### config.mk
export PLATFORM = sky130hd
export DESIGN_NAME = stk_pipe_wrbk_q
export DESIGN_NICKNAME = d
export VERILOG_FILES = /design/src/rtl/stk_pkg.sv /design/src/rtl/stk_rsp_fifo.sv /design/src/rtl/stk_pipe_wrbk_q.sv
export SDC_FILE = /design/constraint.sdc
export NUM_CORES = 1
export LEC_CHECK = 0
export BUFFER_PORTS_ARGS = -buffer_cell sky130_fd_sc_hd__clkbuf_2
export CORE_ASPECT_RATIO = 2
export CORE_MARGIN = 1.5
export CORE_UTILIZATION = 29
export CTS_CLUSTER_DIAMETER = 100
export CTS_CLUSTER_SIZE = 30
export DETAILED_ROUTE_END_ITERATION = 10
export GPL_ROUTABILITY_DRIVEN = 0
export PLACE_DENSITY_LB_ADDON = 0.3
export SETUP_SLACK_MARGIN = 0.02
export SYNTH_ARGS = -nofsm -noshare
export SYNTH_HDL_FRONTEND = slang
export SYNTH_SLANG_ARGS = --single-unit
### constraint.sdc
create_clock -name clk -period 5.7 [get_ports clk]
set_input_delay 1.14 -clock clk [delete_from_list [all_inputs] [get_ports clk]]
set_output_delay 1.14 -clock clk [all_outputs]
set_load 0.05 [all_outputs]
### src/rtl/stk_pkg.sv
// Shared types for the stk pipeline: engine id, response status and the
// response-queue entry, plus the engine-id decoder.
package stk_pkg;

   localparam int STK_ENGS_N = 3;
   localparam int STK_RSPQ_N = 4;
   localparam int STK_DAT_W  = 128;
   localparam int ENGID_W    = 2;

   typedef logic [ENGID_W-1:0] engid_t;

   typedef enum logic [1:0] {
      STS_OK    = 2'd0,
      STS_ERR   = 2'd1,
      STS_RETRY = 2'd2,
      STS_FAULT = 2'd3
   } status_t;

   typedef struct packed {
      status_t      status;
      logic [127:0] dat;
   } stk_rsp_t;

   // One-hot decode across the whole engid space; callers mask to ENGS_N.
   function automatic logic [(1<<ENGID_W)-1:0] dec(input engid_t id);
      logic [(1<<ENGID_W)-1:0] onehot;
      onehot     = '0;
      onehot[id] = 1'b1;
      return onehot;
   endfunction

endpackage

### src/rtl/stk_rsp_fifo.sv
// Single-engine synchronous response FIFO; registered head, no bypass.
module stk_rsp_fifo
   import stk_pkg::*;
#(
   parameter  int W     = 8,
   parameter  int N     = 4,
   localparam int PTR_W = $clog2(N),
   localparam int CNT_W = PTR_W + 1
) (
   input  logic             clk,
   input  logic             rst,
   input  logic             push,
   input  logic [W-1:0]     push_dat,
   input  logic             pop,
   output logic [W-1:0]     head_dat,
   output logic             empty,
   output logic             full,
   output logic [CNT_W-1:0] count
);

   logic [W-1:0]     mem [N];
   logic [PTR_W-1:0] wr_ptr;
   logic [PTR_W-1:0] rd_ptr;

   // Pointers wrap naturally; the caller never pushes when full or pops when empty.
   always_ff @(posedge clk) begin
      if (rst) begin
         wr_ptr <= '0;
         rd_ptr <= '0;
         count  <= '0;
      end else begin
         if (push) wr_ptr <= wr_ptr + 1'b1;
         if (pop)  rd_ptr <= rd_ptr + 1'b1;
         if (push && !pop)      count <= count + 1'b1;
         else if (pop && !push) count <= count - 1'b1;
      end
   end

   always_ff @(posedge clk) begin
      if (push) mem[wr_ptr] <= push_dat;
   end

   assign head_dat = mem[rd_ptr];
   assign empty    = (count == '0);
   assign full     = (count == CNT_W'(N));

endmodule

### src/rtl/stk_pipe_wrbk_q.sv
// Queued writeback stage: steers each microcode writeback into a per-engine
// response FIFO. Define STK_PIPE_WRBK_OCC_EN to expose occupancy and high-water marks.
module stk_pipe_wrbk_q
   import stk_pkg::*;
#(
   parameter  int ENGS_N = STK_ENGS_N,
   parameter  int DAT_W  = STK_DAT_W,
   parameter  int RSPQ_N = STK_RSPQ_N,
   localparam int CNT_W  = $clog2(RSPQ_N) + 1
) (
   input  logic                    clk,
   input  logic                    rst,
   input  logic                    i_wrbk_uc_vld_r,
   input  engid_t                  i_wrbk_uc_engid_r,
   input  status_t                 i_wrbk_uc_status_r,
   input  logic [DAT_W-1:0]        i_wrbk_uc_dat_r,
   output logic                    o_wrbk_uc_stall,
   output logic [ENGS_N-1:0]       o_rsp_vld,
   input  logic [ENGS_N-1:0]       i_rsp_accept,
   output logic [ENGS_N*DAT_W-1:0] o_rsp_dat,
   output status_t                 o_rsp_status [ENGS_N],
   output logic                    o_err_engid_r
`ifdef STK_PIPE_WRBK_OCC_EN
   ,
   output logic [ENGS_N-1:0][CNT_W-1:0] o_rsp_occ,
   output logic [ENGS_N-1:0][CNT_W-1:0] o_rsp_hwm_r
`endif
);

   logic [(1<<ENGID_W)-1:0]       sel;
   logic                          sel_unused;
   logic                          in_range;
   logic [ENGS_N-1:0]             push;
   logic [ENGS_N-1:0]             pop;
   logic [ENGS_N-1:0]             empty;
   logic [ENGS_N-1:0]             full;
   logic [ENGS_N-1:0][CNT_W-1:0] count;
   stk_rsp_t                      wr_ent;

   assign sel        = dec(i_wrbk_uc_engid_r);
   assign sel_unused = ^sel;
   assign in_range   = (32'(i_wrbk_uc_engid_r) < ENGS_N);
   assign wr_ent     = '{status: i_wrbk_uc_status_r, dat: 128'(i_wrbk_uc_dat_r)};

   // Stall looks only at registered full; a same-cycle pop does not release it.
   assign o_wrbk_uc_stall = i_wrbk_uc_vld_r & |(sel[ENGS_N-1:0] & full);

   for (genvar e = 0; e < ENGS_N; e++) begin : g_eng
      stk_rsp_t head_ent;

      assign push[e] = i_wrbk_uc_vld_r & sel[e] & ~full[e];
      assign pop[e]  = ~empty[e] & i_rsp_accept[e];

      stk_rsp_fifo #(
         .W ($bits(stk_rsp_t)),
         .N (RSPQ_N)
      ) u_fifo (
         .clk      (clk),
         .rst      (rst),
         .push     (push[e]),
         .push_dat (wr_ent),
         .pop      (pop[e]),
         .head_dat (head_ent),
         .empty    (empty[e]),
         .full     (full[e]),
         .count    (count[e])
      );

      assign o_rsp_vld[e]                  = ~empty[e];
      assign o_rsp_dat[e*DAT_W +: DAT_W]   = head_ent.dat[DAT_W-1:0];
      assign o_rsp_status[e]               = head_ent.status;
   end

   // Out-of-range writebacks are dropped silently but leave a sticky flag.
   always_ff @(posedge clk) begin
      if (rst)                                o_err_engid_r <= 1'b0;
      else if (i_wrbk_uc_vld_r && !in_range)  o_err_engid_r <= 1'b1;
   end

`ifdef STK_PIPE_WRBK_OCC_EN
   logic [ENGS_N-1:0][CNT_W-1:0] count_next;

   assign o_rsp_occ = count;

   always_comb begin
      count_next = count;
      for (int e = 0; e < ENGS_N; e++) begin
         if (push[e] && !pop[e])      count_next[e] = count[e] + 1'b1;
         else if (pop[e] && !push[e]) count_next[e] = count[e] - 1'b1;
      end
   end

   always_ff @(posedge clk) begin
      if (rst) begin
         o_rsp_hwm_r <= '0;
      end else begin
         for (int e = 0; e < ENGS_N; e++) begin
            if (count_next[e] > o_rsp_hwm_r[e]) o_rsp_hwm_r[e] <= count_next[e];
         end
      end
   end
`endif

endmodule
==> run metrics <==
Crit Path Max Fanout=43; Placed Cells=5,254; PostCTS Resize Cnt=0; most common cell in the netlist=edfxtp_1; total track usage=14.0%; adder-cell share of the synthesized area=0.427%; DR vias/cell=4.62; largest family of logic cells by synthesized area=multiplexers; Worst-Skew Late Latency=0.75 ns; Synth area leader=edfxtp_1; Max Fclk=232 MHz; CTS tree=yes; Final Cell Area=0.0656 mm²; core area=0.199 mm²; RSZ-0062 raised after global routing=no; Post-Route Skew=0.0714 ns; Final Worst Setup Slack=1.38 ns; Worst Setup End Kind=output port; outcome=finished, final reports clean; Sw Pwr=8190 µW; Max VDD drop=0.000312 V; final hold viol count=0; Critical Path Start Type=flop; DR iter-0 viols=1,950; Tcrit/Tclk final=75.7%; Worst-path clk slew=0.12 ns; delay-heaviest family, CP=flip-flops; met1 Use GR=16.4%; IO Count=533; Sink Count=1,588; grt ovf=0; sequential area share after synthesis=81.6%; Chip Height=636 µm; P_leak=0.0202 µW; met2 GRT Util=25.8%; area share of the largest cell type after synthesis=80.7%; Post-CTS Setup Inserts=0; CTS Buffer Depth=3; simple-gate portion of the synthesized area=0.526%; final cell count without fillers=5,351; crit path time final=4.32 ns; Worst EP required=4.56 ns; grt peak-use layer=met2; XOR/XNOR share of the synthesized area=0.181%; first-pass GRT wire length=202 mm; CTS Buf Count=60; #FFs+latches synth=1,588; post-synth net total=2,342; final setup vio count=0; Fill cells=18,643; vias in the first global route=26,336; Post-DP Area=0.0638 mm²; Hold WC Path Type=flop to flop; worst path arrival time=3.18 ns; layout cell share with drive strength beyond 1=38.5%; CP Cell Sequence=buf_12, mux4_2, clkbuf_2; Rel. slew slack=27.0%; Pins Over Slew Limit=0; max_cap viols=0; via count=24,742; Post-Syn Area=0.0581 mm²; first drt pass iteration count=5; CTS root buf=clkbuf_16; Die Wd=319 µm; top cells by area, synth=edfxtp_1, mux4_2, buf_12; DP HPWL=92.3 mm; Initial Util=29.1%; H-tree depth=2; post-synthesis async set-or-reset flop share=0%; antenna-violating nets left=0; CP Class=flop to output port; Fin Setup TNS=0 ns; final WL=144 mm; initial antenna violation count=12; Die ar.=0.203 mm²; power share of the clock group=22.0%; num rows=232; pin count of the biggest net entering global routing=61; Max stage delay on crit path=0.96 ns; pwr/cell area=383 mW/mm²; Post-synth top cells=edfxtp_1, mux4_2, buf_12; pre-CTS setup slack=1.94 ns; multiplexer area fraction after synthesis=15.3%; Synth Flop Type=edfxtp_1; DRC=0; slowest CP cell=dfxtp_4; area delta synth->final=12.9%; Post-Syn Area per Cell=26.6 µm²; Net Sw Frac=32.6%; Syn Inst Count=2,186; Wirelength per Cell=26.9 µm; CP bufs+invs=2; Nets=2,898; Post-synth EDFFs=1,560; CTS Hold Bufs=0; synth unique cells=32; number of port buffers=532; Comb power frac=24.7%; internal power=16,900 µW; sequential share of power=53.3%; YS warnings=0; met3 usage=2.73%; Synth Area in Compound Gates=0.196%; Worst-Margin Slew=1.09 ns
## layer usage
metal / routed length [µm] / up-vias
met5: 55 / -
met3: 7350 / 134
met2: 77400 / 577
met4: 3590 / 8
met1: 55700 / 13582
li1: - / 10441
## cells by family after synthesis
logic type,after synthesis
flops,1588
xor+xnor,12
fa+ha+maj,18
simple gates,54
compound gates,15
mux,400
buf+inv,99
## area by class of cell
class                   count  area (µm²)  area share, %
diodes                      5        12.5         0.0191
well taps                2574        3220           4.91
flip-flops and latches   1588       47400           72.3
clock inverters             7         113          0.172
inverters                   9        33.8         0.0515
clock buffers              85        1620           2.47
repair buffers            584        3440           5.25
multi-input cells         499        9690           14.8
## worst reg2reg max path, cell delays in order (launching register included)
cell and delay, ns:
dfxtp_1 0.50, nor2_1 0.15, a211oi_4 0.45, and2_4 0.71
buf_12 0.48
## state kept, by name, summed over array words and instances, names as in the netlist, named ones only
name / cells
g_eng.u_fifo.count: 9
g_eng.u_fifo.mem: 1560
g_eng.u_fifo.rd_ptr: 6
g_eng.u_fifo.wr_ptr: 6
o_err_engid_r: 1
## cells in the final DEF, fill, tap and decap left out, drive strengths merged
cell	netlist	routed
o32ai	1	1
nand2	2	2
xor2	12	12
fa	3	3
o21ai	3	3
mux4	390	390
dfxtp	28	28
a21oi	3	3
clkbuf	5	617
inv	9	12
o311ai	3	3
a211oi	1	1
edfxtp	1560	1560
diode	0	5
nor3	1	1
nand2b	7	7
buf	85	52
or3	6	6
o31ai	3	3
mux2	3	3
ha	15	15
clkinvlp	0	2
a31oi	1	1
bufinv	0	1
and2	12	12
clkinv	0	1
nor3b	3	3
nor2	23	23
mux2i	7	7
## path summary, 6_finish.rpt
check / depth (start not counted) / endpoint / slack (ns) / from
worst max-delay path: 3 / o_rsp_dat[368] / 1.38 / flop
worst max register to register: 4 / g_eng[2].u_fifo.mem[1][27] / 2.90 / g_eng[2].u_fifo.count[0]
worst min-delay path: 2 / o_err_engid_r / 0.49 / o_err_engid_r
worst min register to register: 2 / o_err_engid_r / 0.49 / o_err_engid_r
## per-stage QoR
stage               utilization (%)  hold slack (ns)  power (µW)
floorplan                         -            0.482       18300
global placement               32.0            0.462       20000
detailed placement             32.0            0.467       20000
CTS                            32.9            0.496       25500
global route                   32.9            0.541       26000
finish                         32.9            0.492       25100
## power groups by stage
stage | logic (µW) | clock network, µW | registers, µW
2_1_floorplan | 4870 | 0 | 13400
3_3_place_gp | 6350 | 0 | 13700
3_5_place_dp | 6360 | 0 | 13700
4_1_cts | 6370 | 5760 | 13400
5_1_grt | 6490 | 6070 | 13400
6_report | 6200 | 5520 | 13400
Power figures use the tool's default switching activity.
